[src/rtl/debounce_pkg.sv]
// debounce_pkg
// Shared definitions for the switch debouncer: the 2-bit state encoding,
// the default stability window and a helper that sizes the qualification
// counter.
package debounce_pkg;

    // State encoding. Bit 1 is the debounced level and bit 0 marks a
    // qualification in progress, so both outputs come straight off flops.
    localparam logic [1:0] ST_ZERO  = 2'd0;
    localparam logic [1:0] ST_WAIT1 = 2'd1;
    localparam logic [1:0] ST_ONE   = 2'd2;
    localparam logic [1:0] ST_WAIT0 = 2'd3;

    typedef enum logic [1:0] {
        ZERO  = ST_ZERO,
        WAIT1 = ST_WAIT1,
        ONE   = ST_ONE,
        WAIT0 = ST_WAIT0
    } db_state_t;

    // 10 ms at 100 MHz.
    localparam int DEFAULT_STABLE_CYCLES = 1_000_000;
    localparam int DEFAULT_SYNC_STAGES   = 2;

    // Width needed to hold STABLE_CYCLES-1, never less than one bit.
    function automatic int cnt_width(input int stable_cycles);
        return (stable_cycles < 2) ? 1 : $clog2(stable_cycles);
    endfunction

endpackage

[src/rtl/bit_synchronizer.sv]
// bit_synchronizer
// Multi-flop synchronizer bringing one asynchronous bit into clk.
// Ports:
//   clk   in  system clock
//   reset in  asynchronous, active-high; clears every stage to 0
//   d     in  asynchronous input bit
//   q     out synchronized bit (last stage)
module bit_synchronizer #(
    parameter int STAGES = 2
) (
    input  logic clk,
    input  logic reset,
    input  logic d,
    output logic q
);

    logic [STAGES-1:0] r_sync;

    always_ff @(posedge clk or posedge reset) begin
        if (reset) begin
            r_sync <= '0;
        end else begin
            r_sync <= {r_sync[STAGES-2:0], d};
        end
    end

    assign q = r_sync[STAGES-1];

endmodule

[src/rtl/debounce_fsm.sv]
// debounce_fsm
// Debounces a raw mechanical switch. The input is synchronized, then every
// change must be seen on STABLE_CYCLES+1 consecutive sampled edges before
// the debounced level follows it; shorter runs are discarded entirely.
// Ports:
//   clk      in  system clock
//   reset    in  asynchronous, active-high
//   sw       in  raw, bouncing switch input (asynchronous to clk)
//   db_level out debounced level (flop output)
//   busy     out high while a transition is being qualified (flop output)
module debounce_fsm
    import debounce_pkg::*;
#(
    parameter int STABLE_CYCLES = DEFAULT_STABLE_CYCLES,
    parameter int SYNC_STAGES   = DEFAULT_SYNC_STAGES
) (
    input  logic clk,
    input  logic reset,
    input  logic sw,
    output logic db_level,
    output logic busy
);

    localparam int              CNT_W    = cnt_width(STABLE_CYCLES);
    localparam logic [CNT_W-1:0] CNT_LOAD = CNT_W'(STABLE_CYCLES - 1);

    logic             w_sw_s;
    db_state_t        r_state;
    db_state_t        w_state_next;
    logic [CNT_W-1:0] r_cnt;
    logic [CNT_W-1:0] w_cnt_next;

    bit_synchronizer #(
        .STAGES (SYNC_STAGES)
    ) u_sync (
        .clk   (clk),
        .reset (reset),
        .d     (sw),
        .q     (w_sw_s)
    );

    always_ff @(posedge clk or posedge reset) begin
        if (reset) begin
            r_state <= ZERO;
            r_cnt   <= '0;
        end else begin
            r_state <= w_state_next;
            r_cnt   <= w_cnt_next;
        end
    end

    // The first changed sample enters WAIT with the counter loaded; the
    // counter then has to run down to zero and one more matching sample is
    // needed, giving STABLE_CYCLES+1 samples in total. A contrary sample
    // aborts even when the counter has already reached zero.
    always_comb begin
        w_state_next = r_state;
        w_cnt_next   = r_cnt;
        case (r_state)
            ZERO: begin
                if (w_sw_s) begin
                    w_state_next = WAIT1;
                    w_cnt_next   = CNT_LOAD;
                end
            end
            WAIT1: begin
                if (!w_sw_s) begin
                    w_state_next = ZERO;
                end else if (r_cnt == '0) begin
                    w_state_next = ONE;
                end else begin
                    w_cnt_next = r_cnt - CNT_W'(1);
                end
            end
            ONE: begin
                if (!w_sw_s) begin
                    w_state_next = WAIT0;
                    w_cnt_next   = CNT_LOAD;
                end
            end
            WAIT0: begin
                if (w_sw_s) begin
                    w_state_next = ONE;
                end else if (r_cnt == '0) begin
                    w_state_next = ZERO;
                end else begin
                    w_cnt_next = r_cnt - CNT_W'(1);
                end
            end
            default: begin
                w_state_next = ZERO;
            end
        endcase
    end

    // The encoding puts each output on its own state bit, so the outputs
    // are plain flop outputs with no decode glitches.
    assign db_level = r_state[1];
    assign busy     = r_state[0];

endmodule

[config.mk]
export PLATFORM = sky130hd
export DESIGN_NAME = debounce_fsm
export DESIGN_NICKNAME = d
export VERILOG_FILES = /design/src/rtl/debounce_pkg.sv /design/src/rtl/bit_synchronizer.sv /design/src/rtl/debounce_fsm.sv
export SDC_FILE = /design/constraint.sdc
export NUM_CORES = 1
export LEC_CHECK = 0
export BUFFER_PORTS_ARGS = -buffer_cell sky130_fd_sc_hd__buf_2
export CORE_UTILIZATION = 45
export CTS_CLUSTER_DIAMETER = 30
export CTS_CLUSTER_SIZE = 28
export DETAILED_ROUTE_END_ITERATION = 10
export PLACE_DENSITY_LB_ADDON = 0.08
export SLEW_MARGIN = 20
export SYNTH_ARGS = -nofsm -noshare
export SYNTH_HDL_FRONTEND = slang
export SYNTH_SLANG_ARGS = --single-unit
[constraint.sdc]
create_clock -name clk -period 2.6 [get_ports clk]
set_clock_uncertainty 0.2 [all_clocks]
set_input_delay 0.52 -clock clk [delete_from_list [all_inputs] [get_ports clk]]
set_output_delay 0.52 -clock clk [all_outputs]
set_load 0.02 [all_outputs]
After elaboration in Yosys (flattened, before gate mapping)
Index checks and enable logic that the tools add are counted.
{"block": "op_classes", "n_addsub": 1, "eq_ne": 9, "muxes": 13, "n_reduce_logical": 4}
{"op": "20-bit 2-to-1 mux", "n": 5}
{"op": "20-bit one-hot mux with 4 select lines", "n": 1}
{"op": "20-bit logical NOT", "n": 1}
{"op": "20-bit by 1-bit subtractor with 20-bit output, second input constant", "n": 1}
{"op": "2-bit 2-to-1 mux", "n": 6}
{"op": "2-bit one-hot mux with 4 select lines", "n": 1}
{"op": "4-bit AND reduction", "n": 2}
{"op": "2-bit == test, second input constant", "n": 2}
{"op": "2-bit by 1-bit != test with 1-bit output, second input constant", "n": 2}
{"op": "2-bit != test, second input constant", "n": 2}
{"op": "3-bit by 2-bit != test with 1-bit output, second input constant", "n": 1}
{"op": "3-bit != test, second input constant", "n": 1}
{"op": "2-bit by 1-bit == test with 1-bit output, second input constant", "n": 1}
{"op": "2-bit logical NOT", "n": 1}
{"block": "totals", "register_bits": 24, "input_bits": 3, "out_inout_bits": 2, "wordCells": 30}

Longest topological paths before layout
{"block": "depth", "ltp_word": 4, "depth_mapped": 8, "mapped_depth_nobuf": 6}

By module
A second synthesis with hierarchy kept.
{"block": "unflattened", "cells_unflattened": 155, "hier_area_um2": 1417.6}
{"mod": "debounce_fsm", "n_inst": 1, "cells_each": 152, "area_each_um2": 1363.8, "seq_area_each_um2": 550.5}
{"mod": "bit_synchronizer", "n_inst": 1, "cells_each": 3, "area_each_um2": 53.8, "seq_area_each_um2": 50.0}

Least setup slack after synthesis
OpenSTA, ideal clock, no wires.
{"block": "synth_path", "kind": "reg2reg", "from": "register r_cnt[11]", "to": "register (tool-made name)", "setup_time_ps": 125, "arrival_time_ps": 1670, "t_required_ps": 2275, "setup_slack_ps": 605, "path_stages_with_launch": 8, "path_buffers": 2, "period_less_slack_ps": 1995, "cell_sequence": "dfrtp_1 -> nor4_4 -> and4b_1 -> buf_4 -> and3_1 -> buf_4 -> nand2_2 -> mux2_4"}
{"item": "start: declaration", "line_no": "debounce_fsm.sv:30", "text": "logic [CNT_W-1:0] r_cnt;"}
{"item": "start signal: assignment", "line_no": "debounce_fsm.sv:48", "text": "r_cnt <= w_cnt_next;"}

==> flow_metrics.env <==
export IMPL_max_freq_mhz=433
export IMPL_synth_top_family_by_area="simple AND/OR/NAND/NOR gates"
export IMPL_grt_pass1_vias=1101
export IMPL_cp_end_kind="flip-flop"
export IMPL_required_ps=2620
export IMPL_slowest_stage="dfrtp_1"
export IMPL_vias=1158
export IMPL_fp_dieH_um=57.4
export IMPL_r2r_cells=5
export IMPL_syn_avg_cell_area_um2=9.53
export IMPL_grt_use_met2_pct=31.6
export IMPL_hold_buffers=0
export IMPL_synth_area_mux_share_pct=1.09
export IMPL_clock_sinks=24
export IMPL_yosysUniqueCellTypes=46
export IMPL_synth_compound_area_share_pct=21.9
export IMPL_cts_tree="yes"
export IMPL_postSynthCellCount=145
export IMPL_worstSetupStartpointType="flip-flop"
export IMPL_viasPerCell=6.40
export IMPL_dr_pass1_iters=4
export IMPL_dieWidth_um=57.4
export IMPL_drv_slew=0
export IMPL_worst_pin_slew_ps=536
export IMPL_synth_nets=150
export IMPL_rsz0062_at_grt="false"
export IMPL_clk_path_buf_depth=2
export IMPL_setup_viol=0
export IMPL_ios=5
export IMPL_irDropWorstVdd_uv=258
export IMPL_intPower_w=0.000528
export IMPL_clk_pin_slew_ps=140
export IMPL_overflow=0
export IMPL_ant_nets=0
export IMPL_cpPeakStageDelay_ps=440
export IMPL_p_sw_w=0.000221
export IMPL_gp_congestion=0.843
export IMPL_synth_simple_gate_area_share_pct=25.9
export IMPL_grt_use_met3_pct=2.72
export IMPL_cts_inserted_buffers=3
export IMPL_power_density_mw_per_mm2=510
export IMPL_drive_above_1_share_pct=14.0
export IMPL_drtIter0Drc=87
export IMPL_tns_ps=0
export IMPL_rows=19
export IMPL_post_route_period_util_pct=88.7
export IMPL_layout_commonest_cell="dfrtp_1"
export IMPL_ys_seq_elements=24
export IMPL_final_util_pct=52.0
export IMPL_grt_max_degree=25
export IMPL_power_leakage_nw=0.601
export IMPL_timing_reg2reg_setup_slack_ps=290
export IMPL_layout_common_cells="24 x dfrtp_1, 12 x nor2_1, 10 x nor3_1"
export IMPL_h_tree_depth=1
export IMPL_fin_crit_ps=2310
export IMPL_yosysWarnings=0
export IMPL_synth_fa_ha_area_share_pct=1.81
export IMPL_grtUsageMet1_pct=28.0
export IMPL_grt_pass1_wl_um=5150
export IMPL_wl_per_cell_um=16.4
export IMPL_dp_hpwl_um=2050
export IMPL_cp_arrival_ps=2320
export IMPL_track_usage_pct=20.3
export IMPL_numPortBuffers=4
export IMPL_worst_setup_path_type="reg2reg"
export IMPL_hold_violations=0
export IMPL_swShare_pct=29.5
export IMPL_ys_seq_area_share_pct=43.5
export IMPL_root_buffer="clkbuf_4"
export IMPL_seq_power_share_pct=59.3
export IMPL_drc=0
export IMPL_core_area_mm2=0.00283
export IMPL_path_delay_family="simple AND/OR/NAND/NOR gates"
export IMPL_hold_ws_ps=35.6
export IMPL_hold_path_class="in2async"
export IMPL_regArea_um2=601
export IMPL_cts_setup_buffers=0
export IMPL_r2r_start="r_cnt[19]"
export IMPL_pwr_share_comb_pct=13.7
export IMPL_area_delta_synth_final_pct=6.43
export IMPL_synthXorXnorAreaFrac_pct=1.27
export IMPL_synth_area_mm2=0.00138
export IMPL_multiInputGateArea_um2=718
export IMPL_start_util_pct=48.8
export IMPL_top_usage_layer="met2"
export IMPL_antenna_found_initial=0
export IMPL_max_slew_margin_pct=64.2
export IMPL_status="completed"
export IMPL_cap_viol_max_count=0
export IMPL_insertion_delay_ps=310
export IMPL_dieArea_mm2=0.00330
export IMPL_wirelength_um=2970
export IMPL_finalNetCount=156
export IMPL_post_cts_resized=0
export IMPL_num_antenna_cells=0
export IMPL_nFillCells=254
export IMPL_critical_path_buf_inv_count=0
export IMPL_crit_fanout=9
export IMPL_clock_power_share_pct=27.0
export IMPL_worstPathCellList="nor4_1 -> and4b_1 -> and3_1 -> nand2_2 -> mux2_4"
cell families after synthesis:
group	after synthesis
compound gates	43
flops	24
xor+xnor	2
mux	1
buf+inv	14
fa+ha+maj	2
simple gates	59
cell usage after synthesis (all sizes together):
| cell type | number | area (um2) |
|---|---|---|
| and4b | 1 | 10.0 |
| nand4 | 1 | 6.26 |
| a21o | 1 | 7.51 |
| a41oi | 2 | 17.5 |
| ha | 2 | 25.0 |
| inv | 7 | 26.3 |
| o21a | 1 | 7.51 |
| and4 | 3 | 26.3 |
| clkbuf | 3 | 11.3 |
| o21ai | 7 | 35.0 |
| xor2 | 1 | 8.76 |
| nor3 | 10 | 50.1 |
| nand2b | 4 | 25.0 |
| o311a | 1 | 10.0 |
| nand2 | 10 | 40.0 |
| o31a | 2 | 17.5 |
| and2 | 1 | 6.26 |
| dfrtp | 24 | 601 |
| a311oi | 1 | 8.76 |
| xnor2 | 1 | 8.76 |
| a21oi | 7 | 35.0 |
| o41ai | 2 | 17.5 |
| nor2 | 12 | 45.0 |
| a31oi | 7 | 43.8 |
| nor4 | 6 | 80.1 |
| a211o | 1 | 8.76 |
| buf | 4 | 25.0 |
| or2 | 1 | 6.26 |
| o31ai | 3 | 22.5 |
| a211oi | 3 | 27.5 |
| mux2 | 1 | 15.0 |
| nand3 | 5 | 30.0 |
| a31o | 1 | 8.76 |
| or4 | 1 | 7.51 |
| a22o | 1 | 8.76 |
| o311ai | 1 | 8.76 |
| and3 | 2 | 12.5 |
| o211ai | 1 | 7.51 |
| or3 | 2 | 12.5 |
| a41o | 1 | 10.0 |
power groups by stage:
stage          Sequential, W  Combinational [W]  Clock [W]
2_1_floorplan       0.000436          0.0000850          0
3_3_place_gp        0.000450           0.000101          0
3_5_place_dp        0.000452           0.000102          0
4_1_cts             0.000444           0.000103   0.000213
5_1_grt             0.000450           0.000117   0.000218
6_report            0.000444           0.000102   0.000203
worst max-delay path by stage:
stage,from,end,cells past startpoint
finish,r_cnt[19],flip-flop,5
global route,r_cnt[16],r_cnt[2],5
CTS,r_cnt[16],r_cnt[2],5
detailed placement,r_cnt[16],flip-flop,5
global placement,r_cnt[6],r_cnt[2],5
floorplan,r_cnt[11],flip-flop,7
routing by layer:
layer | up-vias | part of all wire, %
met1 | 555 | 48
met5 | - | 0
met4 | 0 | 1.3
met3 | 4 | 5.1
met2 | 31 | 45
li1 | 568 | -
state kept, by name, indices dropped and copies added, names as in the netlist, named ones only:
| name | flops |
|---|---|
| r_cnt | 20 |
| u_sync.r_sync | 2 |
| r_state | 1 |
worst register-to-register path, delay by kind of cell (launching register included):
| family | cells | cell delay, ps |
|---|---|---|
| flops | 1 | 440 |
| mux | 1 | 310 |
| simple gates | 4 | 1250 |
metrics by stage:
stage | power, W | instance area [um2] | std cells | setup WS [ps]
finish | 0.000749 | 1470 | 181 | 293
global route | 0.000784 | 1470 | 181 | 85.5
CTS | 0.000760 | 1470 | 181 | 283
detailed placement | 0.000554 | 1430 | 177 | 296
global placement | 0.000551 | 1430 | 177 | 355
floorplan | 0.000521 | 1380 | 145 | 605
final cells by class:
type,instances,area share [%]
Multi-Input combinational cell,107,48.9
Sequential cell,24,40.9
Timing Repair Buffer,8,3.40
Tap cell,31,2.64
Clock buffer,4,2.47
Inverter,7,1.79
(Power assumes the default switching activity.)
